`src/rtl/ex_mem_pipe_reg_pkg.sv`:
```
// pipe_pkg: shared types and widths for the RV32I pipeline stage registers.
//
// Contents:
//   PIPE_XLEN / PIPE_RD_W / PIPE_F3_W / PIPE_RS_W  default field widths
//   result_src_e   writeback result selector (ALU, MEM, PC+4)
//   stage_state_e  occupancy of a two-slot elastic stage register
//   ex_mem_t       EX->MEM payload at the default widths
package pipe_pkg;

    localparam int PIPE_XLEN = 32;
    localparam int PIPE_RD_W = 5;
    localparam int PIPE_F3_W = 3;
    localparam int PIPE_RS_W = 2;

    typedef enum logic [PIPE_RS_W-1:0] {
        RES_ALU = 2'd0,
        RES_MEM = 2'd1,
        RES_PC4 = 2'd2
    } result_src_e;

    // EMPTY: nothing held, ONE: main slot valid, TWO: main and skid valid
    typedef enum logic [1:0] {
        EMPTY = 2'd0,
        ONE   = 2'd1,
        TWO   = 2'd2
    } stage_state_e;

    typedef struct packed {
        logic [PIPE_XLEN-1:0] pc_plus4;
        logic [PIPE_XLEN-1:0] alu_result;
        logic [PIPE_XLEN-1:0] write_data;
        logic [PIPE_RD_W-1:0] rd;
        logic [PIPE_F3_W-1:0] funct3;
        result_src_e          result_src;
        logic                 mem_write;
        logic                 reg_write;
    } ex_mem_t;

endpackage

```
`src/rtl/ex_mem_pipe_reg_if.sv`:
```
// ex_mem_pipe_reg_if: EX->MEM stage link.
//
// Groups the upstream handshake and E-side payload, the downstream handshake
// and M-side payload, and the flush control.
//   slave  : view of the pipeline register itself
//   master : view of the surrounding EX/MEM/hazard logic
interface ex_mem_pipe_reg_if import pipe_pkg::*; #(
    parameter int XLEN = PIPE_XLEN,
    parameter int RD_W = PIPE_RD_W,
    parameter int F3_W = PIPE_F3_W,
    parameter int RS_W = PIPE_RS_W
) ();

    logic            flush;

    logic            in_valid;
    logic            in_ready;
    logic [XLEN-1:0] PCPlus4E;
    logic [XLEN-1:0] ALUResultE;
    logic [XLEN-1:0] WriteDataE;
    logic [RD_W-1:0] RdE;
    logic [F3_W-1:0] funct3E;
    logic [RS_W-1:0] ResultSrcE;
    logic            MemWriteE;
    logic            RegWriteE;

    logic            out_valid;
    logic            out_ready;
    logic [XLEN-1:0] PCPlus4M;
    logic [XLEN-1:0] ALUResultM;
    logic [XLEN-1:0] WriteDataM;
    logic [RD_W-1:0] RdM;
    logic [F3_W-1:0] funct3M;
    logic [RS_W-1:0] ResultSrcM;
    logic            MemWriteM;
    logic            RegWriteM;

    modport slave (
        input  flush, in_valid, PCPlus4E, ALUResultE, WriteDataE, RdE, funct3E,
               ResultSrcE, MemWriteE, RegWriteE, out_ready,
        output in_ready, out_valid, PCPlus4M, ALUResultM, WriteDataM, RdM,
               funct3M, ResultSrcM, MemWriteM, RegWriteM
    );

    modport master (
        output flush, in_valid, PCPlus4E, ALUResultE, WriteDataE, RdE, funct3E,
               ResultSrcE, MemWriteE, RegWriteE, out_ready,
        input  in_ready, out_valid, PCPlus4M, ALUResultM, WriteDataM, RdM,
               funct3M, ResultSrcM, MemWriteM, RegWriteM
    );

endinterface

```
`src/rtl/ex_mem_pipe_reg_skid.sv`:
```
// skid_reg: generic two-slot elastic stage register (main + skid).
//
// Ports:
//   clk, rst        rising-edge clock, synchronous active-high reset
//   flush           drop every held entry and any same-cycle accept
//   in_valid/in_ready/in_data     upstream handshake and payload
//   out_valid/out_ready/out_data  downstream handshake and payload (main slot)
//
// in_ready is decoded only from the state register, so there is no
// combinational path from out_ready back to the upstream stage. Payload is
// never cleared except by reset; outputs hold their last value while empty.
module skid_reg import pipe_pkg::*; #(
    parameter type T = logic
) (
    input  logic clk,
    input  logic rst,
    input  logic flush,
    input  logic in_valid,
    output logic in_ready,
    input  T     in_data,
    output logic out_valid,
    input  logic out_ready,
    output T     out_data
);

    stage_state_e state, state_next;
    T             skid_q;
    logic         accept, consume;
    logic         load_main_in, load_main_skid, load_skid;

    assign in_ready  = (state != TWO);
    assign out_valid = (state != EMPTY);
    assign accept    = in_valid && in_ready;
    assign consume   = out_valid && out_ready;

    always_ff @(posedge clk) begin
        if (rst) begin
            state <= EMPTY;
        end else begin
            state <= state_next;
        end
    end

    // Flush wins over accept and consume: nothing is loaded, so a squashed
    // instruction never reaches the payload outputs.
    always_comb begin
        state_next     = state;
        load_main_in   = 1'b0;
        load_main_skid = 1'b0;
        load_skid      = 1'b0;
        if (flush) begin
            state_next = EMPTY;
        end else begin
            case (state)
                EMPTY: begin
                    if (accept) begin
                        state_next   = ONE;
                        load_main_in = 1'b1;
                    end
                end
                ONE: begin
                    if (accept && consume) begin
                        load_main_in = 1'b1;
                    end else if (accept) begin
                        state_next = TWO;
                        load_skid  = 1'b1;
                    end else if (consume) begin
                        state_next = EMPTY;
                    end
                end
                TWO: begin
                    if (consume) begin
                        state_next     = ONE;
                        load_main_skid = 1'b1;
                    end
                end
                default: begin
                    state_next = EMPTY;
                end
            endcase
        end
    end

    always_ff @(posedge clk) begin
        if (rst) begin
            out_data <= '0;
            skid_q   <= '0;
        end else begin
            if (load_main_in) begin
                out_data <= in_data;
            end else if (load_main_skid) begin
                out_data <= skid_q;
            end
            if (load_skid) begin
                skid_q <= in_data;
            end
        end
    end

endmodule

```
`src/rtl/ex_mem_pipe_reg.sv`:
```
// ex_mem_pipe_reg: EX->MEM pipeline register with valid/ready handshake,
// one-entry skid buffer, stall back-pressure and flush.
//
// Ports:
//   clk   rising-edge clock
//   rst   synchronous active-high reset (priority over flush)
//   bus   ex_mem_pipe_reg_if.slave: flush, E-side handshake/payload,
//         M-side handshake/payload
//
// MemWriteM/RegWriteM are gated by out_valid so a bubble can never write
// memory or the register file, even though the stored bits are held.
module ex_mem_pipe_reg import pipe_pkg::*; #(
    parameter int XLEN = PIPE_XLEN,
    parameter int RD_W = PIPE_RD_W,
    parameter int F3_W = PIPE_F3_W,
    parameter int RS_W = PIPE_RS_W
) (
    input  logic                 clk,
    input  logic                 rst,
    ex_mem_pipe_reg_if.slave     bus
);

    // Same field order as pipe_pkg::ex_mem_t, but sized by this instance's
    // parameters so non-default widths still pass through exactly.
    typedef struct packed {
        logic [XLEN-1:0] pc_plus4;
        logic [XLEN-1:0] alu_result;
        logic [XLEN-1:0] write_data;
        logic [RD_W-1:0] rd;
        logic [F3_W-1:0] funct3;
        logic [RS_W-1:0] result_src;
        logic            mem_write;
        logic            reg_write;
    } payload_t;

    payload_t in_pl, out_pl;

    assign in_pl.pc_plus4   = bus.PCPlus4E;
    assign in_pl.alu_result = bus.ALUResultE;
    assign in_pl.write_data = bus.WriteDataE;
    assign in_pl.rd         = bus.RdE;
    assign in_pl.funct3     = bus.funct3E;
    assign in_pl.result_src = bus.ResultSrcE;
    assign in_pl.mem_write  = bus.MemWriteE;
    assign in_pl.reg_write  = bus.RegWriteE;

    skid_reg #(.T(payload_t)) u_skid (
        .clk       (clk),
        .rst       (rst),
        .flush     (bus.flush),
        .in_valid  (bus.in_valid),
        .in_ready  (bus.in_ready),
        .in_data   (in_pl),
        .out_valid (bus.out_valid),
        .out_ready (bus.out_ready),
        .out_data  (out_pl)
    );

    assign bus.PCPlus4M   = out_pl.pc_plus4;
    assign bus.ALUResultM = out_pl.alu_result;
    assign bus.WriteDataM = out_pl.write_data;
    assign bus.RdM        = out_pl.rd;
    assign bus.funct3M    = out_pl.funct3;
    assign bus.ResultSrcM = out_pl.result_src;
    assign bus.MemWriteM  = out_pl.mem_write & bus.out_valid;
    assign bus.RegWriteM  = out_pl.reg_write & bus.out_valid;

endmodule

```
`src/flat_wrapper.sv`:
```
// flat-port wrapper written by rule: the top's interface ports become plain ports
module ex_mem_pipe_reg_flat import pipe_pkg::*;
#(
    parameter int XLEN = PIPE_XLEN,
    parameter int RD_W = PIPE_RD_W,
    parameter int F3_W = PIPE_F3_W,
    parameter int RS_W = PIPE_RS_W
)
  (clk, rst, bus_flush, bus_in_valid, bus_PCPlus4E, bus_ALUResultE, bus_WriteDataE, bus_RdE, bus_funct3E, bus_ResultSrcE, bus_MemWriteE, bus_RegWriteE, bus_out_ready, bus_in_ready, bus_out_valid, bus_PCPlus4M, bus_ALUResultM, bus_WriteDataM, bus_RdM, bus_funct3M, bus_ResultSrcM, bus_MemWriteM, bus_RegWriteM);
  ex_mem_pipe_reg_if #(.XLEN(XLEN), .RD_W(RD_W), .F3_W(F3_W), .RS_W(RS_W)) bus_i ();
  input  logic clk;
  input  logic rst;
  input wire logic [$bits(bus_i.flush)-1:0] bus_flush;
  input wire logic [$bits(bus_i.in_valid)-1:0] bus_in_valid;
  input wire logic [$bits(bus_i.PCPlus4E)-1:0] bus_PCPlus4E;
  input wire logic [$bits(bus_i.ALUResultE)-1:0] bus_ALUResultE;
  input wire logic [$bits(bus_i.WriteDataE)-1:0] bus_WriteDataE;
  input wire logic [$bits(bus_i.RdE)-1:0] bus_RdE;
  input wire logic [$bits(bus_i.funct3E)-1:0] bus_funct3E;
  input wire logic [$bits(bus_i.ResultSrcE)-1:0] bus_ResultSrcE;
  input wire logic [$bits(bus_i.MemWriteE)-1:0] bus_MemWriteE;
  input wire logic [$bits(bus_i.RegWriteE)-1:0] bus_RegWriteE;
  input wire logic [$bits(bus_i.out_ready)-1:0] bus_out_ready;
  output wire logic [$bits(bus_i.in_ready)-1:0] bus_in_ready;
  output wire logic [$bits(bus_i.out_valid)-1:0] bus_out_valid;
  output wire logic [$bits(bus_i.PCPlus4M)-1:0] bus_PCPlus4M;
  output wire logic [$bits(bus_i.ALUResultM)-1:0] bus_ALUResultM;
  output wire logic [$bits(bus_i.WriteDataM)-1:0] bus_WriteDataM;
  output wire logic [$bits(bus_i.RdM)-1:0] bus_RdM;
  output wire logic [$bits(bus_i.funct3M)-1:0] bus_funct3M;
  output wire logic [$bits(bus_i.ResultSrcM)-1:0] bus_ResultSrcM;
  output wire logic [$bits(bus_i.MemWriteM)-1:0] bus_MemWriteM;
  output wire logic [$bits(bus_i.RegWriteM)-1:0] bus_RegWriteM;
  assign bus_i.flush = bus_flush;
  assign bus_i.in_valid = bus_in_valid;
  assign bus_i.PCPlus4E = bus_PCPlus4E;
  assign bus_i.ALUResultE = bus_ALUResultE;
  assign bus_i.WriteDataE = bus_WriteDataE;
  assign bus_i.RdE = bus_RdE;
  assign bus_i.funct3E = bus_funct3E;
  assign bus_i.ResultSrcE = bus_ResultSrcE;
  assign bus_i.MemWriteE = bus_MemWriteE;
  assign bus_i.RegWriteE = bus_RegWriteE;
  assign bus_i.out_ready = bus_out_ready;
  assign bus_in_ready = bus_i.in_ready;
  assign bus_out_valid = bus_i.out_valid;
  assign bus_PCPlus4M = bus_i.PCPlus4M;
  assign bus_ALUResultM = bus_i.ALUResultM;
  assign bus_WriteDataM = bus_i.WriteDataM;
  assign bus_RdM = bus_i.RdM;
  assign bus_funct3M = bus_i.funct3M;
  assign bus_ResultSrcM = bus_i.ResultSrcM;
  assign bus_MemWriteM = bus_i.MemWriteM;
  assign bus_RegWriteM = bus_i.RegWriteM;
  ex_mem_pipe_reg #(.XLEN(XLEN), .RD_W(RD_W), .F3_W(F3_W), .RS_W(RS_W)) u_core (.clk(clk), .rst(rst), .bus(bus_i));
endmodule
```
`config.mk`:
```
export PLATFORM = sky130hd
export DESIGN_NAME = ex_mem_pipe_reg_flat
export DESIGN_NICKNAME = d
export VERILOG_FILES = /design/src/rtl/ex_mem_pipe_reg_pkg.sv /design/src/rtl/ex_mem_pipe_reg_if.sv /design/src/rtl/ex_mem_pipe_reg_skid.sv /design/src/rtl/ex_mem_pipe_reg.sv /design/src/flat_wrapper.sv
export SDC_FILE = /design/constraint.sdc
export NUM_CORES = 1
export LEC_CHECK = 0
export BUFFER_PORTS_ARGS = -buffer_cell sky130_fd_sc_hd__buf_4
export CAP_MARGIN = 10
export CORE_ASPECT_RATIO = 0.5
export CORE_MARGIN = 2
export CORE_UTILIZATION = 55
export CTS_BUF_LIST = sky130_fd_sc_hd__clkbuf_4 sky130_fd_sc_hd__clkbuf_8
export CTS_CLUSTER_DIAMETER = 120
export DETAILED_ROUTE_END_ITERATION = 16
export GPL_TIMING_DRIVEN = 0
export PLACE_DENSITY = 0.86
export SETUP_SLACK_MARGIN = 0.05
export SYNTH_ARGS = -nofsm -noshare
export SYNTH_HDL_FRONTEND = slang
export SYNTH_HIERARCHICAL = 1
export SYNTH_SLANG_ARGS = --single-unit
```
`constraint.sdc`:
```
create_clock -name clk -period 1.85 [get_ports clk]
set_input_delay 0.0925 -clock clk [delete_from_list [all_inputs] [get_ports clk]]
set_output_delay 0.0925 -clock clk [all_outputs]
set_load 0.02 [all_outputs]
```
Word level (Yosys, flattened, before mapping)
Index checks and enable logic that the tools add are counted.
W data, S select, Z words.
{"block": "op_classes", "muxes": 18, "n_eq_ne": 7, "reduce_logical": 8, "n_bitwise": 2}
{"op": "$mux W108", "n": 2}
{"op": "$mux W2", "n": 5}
{"op": "$mux W1", "n": 9}
{"op": "$ne A2 B2 Y1 const B", "n": 4}
{"op": "$pmux W2 S3", "n": 1}
{"op": "$reduce_and A4 Y1", "n": 1}
{"op": "$reduce_bool A2 Y1", "n": 2}
{"op": "$logic_and A1 B1 Y1", "n": 3}
{"op": "$ne A3 B3 Y1 const B", "n": 1}
{"op": "$and A1 B1 Y1", "n": 2}
{"op": "$eq A2 B1 Y1 const B", "n": 1}
{"op": "$eq A2 B2 Y1 const B", "n": 1}
{"op": "$logic_not A2 Y1", "n": 1}
{"op": "$pmux W1 S2", "n": 1}
{"op": "$reduce_or A2 Y1", "n": 1}
{"block": "word_totals", "reg_bits": 218, "out_inout_bits": 110, "inputBits": 113}

Longest topological paths before layout
{"block": "depth", "depth_word": 7, "mapped_depth": 7}

By module
Netlist, hierarchy kept.
{"mod": "skid_reg", "n_inst": 1, "area_per_inst_um2": 9749.4, "seq_area_each_um2": 4364.2, "cells_per_inst": 1124}
{"mod": "ex_mem_pipe_reg", "n_inst": 1, "area_per_inst_um2": 12.5, "seq_area_each_um2": 0.0, "cells_per_inst": 2}

Worst setup path before layout
No wires, ideal clock.
{"block": "synth_timing", "path_kind": "reg2reg", "startpoint": "register u_core.u_skid.state[1]", "endpoint": "register u_core/u_skid/out_data[70] (netlist name)", "setup_time_ns": 0.147, "setup_slack_ns": 0.329, "required_time_ns": 1.703, "path_stages_with_launch": 8, "arrival_ns": 1.374, "n_path_buf": 4, "period_less_slack_ns": 1.521, "cell_sequence": "dfxtp_1 > buf_6 > or3b_1 > buf_2 > buf_6 > buf_6 > nor3_2 > a311oi_2"}
{"block": "synth_via", "elab_chain_cells": 7, "word_cells_on_any_way": 17}
{"item": "start: declaration", "line_no": "ex_mem_pipe_reg_skid.sv:26", "source": "stage_state_e state, state_next;"}
{"item": "start signal: assignment", "line_no": "ex_mem_pipe_reg_skid.sv:40", "source": "state <= state_next;"}
{"item": "$ne A2 B2 Y1 or $reduce_bool A2 Y1 (tied branches)", "line_no": "ex_mem_pipe_reg_skid.sv:31, ex_mem_pipe_reg_skid.sv:32"}
{"item": "$logic_and A1 B1 Y1, on equally long branches", "line_no": "ex_mem_pipe_reg_skid.sv:33, ex_mem_pipe_reg_skid.sv:34"}
{"item": "$logic_and A1 B1 Y1", "line_no": "ex_mem_pipe_reg_skid.sv:62", "source": "if (accept && consume) begin"}
{"item": "$mux W1", "line_no": "ex_mem_pipe_reg_skid.sv:62"}
{"item": "$pmux W1 S2", "line_no": "ex_mem_pipe_reg_skid.sv:54", "source": "case (state)"}
{"item": "$mux W1", "line_no": "ex_mem_pipe_reg_skid.sv:51", "source": "if (flush) begin"}
{"item": "$mux W108 or $reduce_bool A2 Y1 (tied branches)"}
{"item": "end signal: assignment", "line_no": "ex_mem_pipe_reg_skid.sv:90", "source": "out_data <= in_data;"}
{"item": "end signal: assignment", "line_no": "ex_mem_pipe_reg_skid.sv:92", "source": "out_data <= skid_q;"}
{"item": "end: declaration", "line_no": "ex_mem_pipe_reg_skid.sv:23", "source": "output T out_data"}
Parallel ways exist; a longest one is shown, timed or not.
A chain may end at the register's enable or synchronous reset.

Worst setup path after layout
{"block": "layout_timing", "startpoint": "register u_core.u_skid.state[1]", "endpoint": "register u_core/u_skid/skid_q[70] (netlist name)"}
{"block": "layout_via", "elab_chain_cells": 6, "word_cells_on_any_way": 10}
{"item": "$ne A2 B2 Y1 or $reduce_bool A2 Y1 (tied branches)", "line_no": "ex_mem_pipe_reg_skid.sv:31, ex_mem_pipe_reg_skid.sv:32"}
{"item": "$logic_and A1 B1 Y1, on equally long branches", "line_no": "ex_mem_pipe_reg_skid.sv:33, ex_mem_pipe_reg_skid.sv:34"}
{"item": "$mux W1 or $logic_and A1 B1 Y1 (tied branches)", "line_no": "ex_mem_pipe_reg_skid.sv:64, ex_mem_pipe_reg_skid.sv:62"}
{"item": "$mux W1", "line_no": "ex_mem_pipe_reg_skid.sv:62"}
{"item": "$mux W1 *", "line_no": "ex_mem_pipe_reg_skid.sv:54"}
{"item": "$mux W1 *", "line_no": "ex_mem_pipe_reg_skid.sv:51"}
{"item": "end signal: assignment", "line_no": "ex_mem_pipe_reg_skid.sv:95", "source": "skid_q <= in_data;"}
{"item": "end: declaration", "line_no": "ex_mem_pipe_reg_skid.sv:27", "source": "T skid_q;"}
Mark *: on every way between the ends. The rest lies on a longest branch, timed or not.

==> impl_metrics.ini <==
[floorplan]
core_um2 = 17360
num_rows = 34
io_pins = 223
die_x_um = 192.4
die_area_um2 = 18900
initial_core_util = 0.5624
die_y_um = 98.21

[timing]
skew_ns = 0.04654
fin_hold_ws_ns = 0.3522
fmax_mhz = 554.3
period_minus_slack_ns = 1.804
layout_worst_path_cycle_share = 0.9751
final-setup-viol-count = 0
worst_slew_margin_rel = 0.4164
final_max_slew_viol_count = 0
worst_slew_pin_slew_ns = 0.8754
setup-tns-final_ns = 0
hold_violations = 0

[critical_path]
cp_slowest_cell = or3b_1
cpMostUsedCell = buf_6
critPathMaxFanout = 10
worst-setup-path-type = register to register
crit_chain = buf_6, or3b_1, buf_6, buf_8, buf_6, o21ai_1, a21oi_1
required_ns = 2.24
cp-end-kind = register
crit_path_start_kind = register
worstPathArrival_ns = 2.20
cp_slowest_stage_delay_ns = 0.40

[status]
outcome = complete, no violations

[cells_and_area]
area_growth_pct = 39.49
multi_input_area_um2 = 4722
drive_gt1_frac = 0.3175
num-fill-cells = 1147
register_area_um2 = 4365
post-route-util = 0.7845
nets = 1608
fin_cells = 1749
diodes = 0

[yosys]
synth_nets = 1239
yosysSeqAreaShare = 0.4471
ys_types = 29
synth_cells = 1126
ys_ff_latch = 218
yosys_warnings = 6
syn_area_um2 = 9762
synth_area_per_cell_um2 = 8.670
synth_ff_type = dfxtp_1
synth_async_sr_flop_share = 0
synth_edf_count = 0

[global_route]
grt_max_degree = 15
grt_pass1_wl_mm = 52.42
grt_antenna_before_repair = 0
grt.overflow.total = 0
grtUsageTotal = 0.3408
grt_pass1_vias = 10490

[clock_network]
insertion_delay_ns = 0.57
cts_inserted_buffers = 31
htreeDepth = 1
clk_path_buf_depth = 3
cts_sinks = 218
path_clk_slew_ns = 0.07
cts_tree = done
root_buffer = clkbuf_8

[routing]
wirelength_mm = 33.53
wire_per_inst_um = 19.17
drc = 0
ant_nets = 0
drtPass1Iterations = 6
viasPerCell = 6.115
drt-initial-drc-count = 966
vias = 10700

[pwr]
power_mw = 10.78
p_leak_nw = 5.135
peakVddDrop_mv = 0.4903
power_density_nw_per_um2 = 791.6

[placement]
place.port_buffers = 221
place_congestion = 0.8671
place_hpwl_mm = 20.70
place_inst = 1581

[min_path]
min_path_type = input port to register

[flow_run]
drv_cap = 0
cells in the mapped netlist (2+ instances only):
library cell	instances	area share
buf_2	31	0.016
a21oi_1	109	0.056
dfxtp_1	218	0.45
o21ai_0	68	0.035
and2_1	2	0.0013
clkbuf_1	66	0.025
nor2_1	2	0.00077
buf_4	11	0.0085
nand3_1	108	0.055
o21ai_1	40	0.021
nand2_1	217	0.083
a311oi_1	96	0.086
nor3_1	8	0.0041
nand2b_1	2	0.0013
buf_6	24	0.028
nor3_2	100	0.10
a311oi_2	12	0.018
final cells by class:
type                       instances  area share
buffer                           132     0.05835
clock buffer                      51     0.04604
clock inverter                     2   0.0007351
multi-input combinational        776      0.3468
sequential                       218      0.3206
tap                              234     0.02150
timing repair buffer             336      0.2060
critical path: cells and delay by family, from the launching register on:
family                 cells  cell delay [ns]
buffers and inverters      4             0.62
and+or+nand+nor            1             0.40
DFF                        1             0.31
AOI/OAI and AO/OA          2             0.28
power breakdown:
part           switching [mW]  internal [mW]
logic                   0.998          0.796
clock network            1.87           2.12
registers               0.119           4.88
total                    2.98           7.80
worst paths after layout:
path / depth (start not counted) / slack, ns / startpoint / to
hold / removal: 4 / 0.35 / bus_PCPlus4E[16] / u_core/u_skid/skid_q[92]
hold reg to reg: 2 / 0.46 / u_core/u_skid/skid_q[20] / u_core/u_skid/out_data[20]
setup / recovery: 7 / 0.05 / u_core/u_skid/state[1] / u_core/u_skid/skid_q[70]
setup reg to reg: 7 / 0.05 / u_core/u_skid/state[1] / u_core/u_skid/skid_q[70]
repair_timing:
action | CTS | global route
pin swaps | 0 | 1
setup endpoints to repair | 1 | 148
hold buffers | 113 | 0
cloned | 0 | 1
endpoints found under the hold margin | 218 | 0
gates resized for setup | 1 | 58
buffers inserted | 0 | 1
state kept, by name (all words and copies together), names as in the netlist:
register	flops
u_core/u_skid/out_data	108
u_core/u_skid/skid_q	108
u_core/u_skid/state	2
cell families (layout without fill, tap and decap cells):
group           count (synthesis)  count (layout)  synth area share
mux                             1               1          0.001025
simple gates                  448             448            0.2570
flops                         218             218            0.4471
compound gates                327             327            0.2175
buf+inv                       132             521           0.07742
per-layer routing:
metal,part of all wire,routed length [um],vias up,track usage
li1,-,-,4808,-
met1,0.39,13170,5103,0.4267
met5,0,0,-,0
met3,0.085,2859,148,0.06542
met2,0.48,16000,637,0.5697
met4,0.045,1502,0,0.1603
cells in the final DEF (no fill, tap or decap), drive strengths merged:
cell           n
dlygate4sd3  113
nor2b          1
a21oi        109
buf          288
nand3        108
dfxtp        218
o21ai        108
or2            1
nand3b         1
clkbuf       118
nor2           2
nand2b         2
nor3         108
clkinv         2
and2           2
nor3b          1
and4bb         1
a311oi       108
nand2        218
mux2i          1
a2111oi        1
nand4bb        1
or3b           2
o21a           1
stage by stage:
step                instance area, um2  setup WS, ns
finish                           13620       0.04599
global route                     13620     -0.006635
CTS                              13480       0.05614
detailed placement               11710       0.03695
global placement                 11710       0.06059
floorplan                         9762        0.3291
No activity file was read; power rests on OpenSTA's default activity.
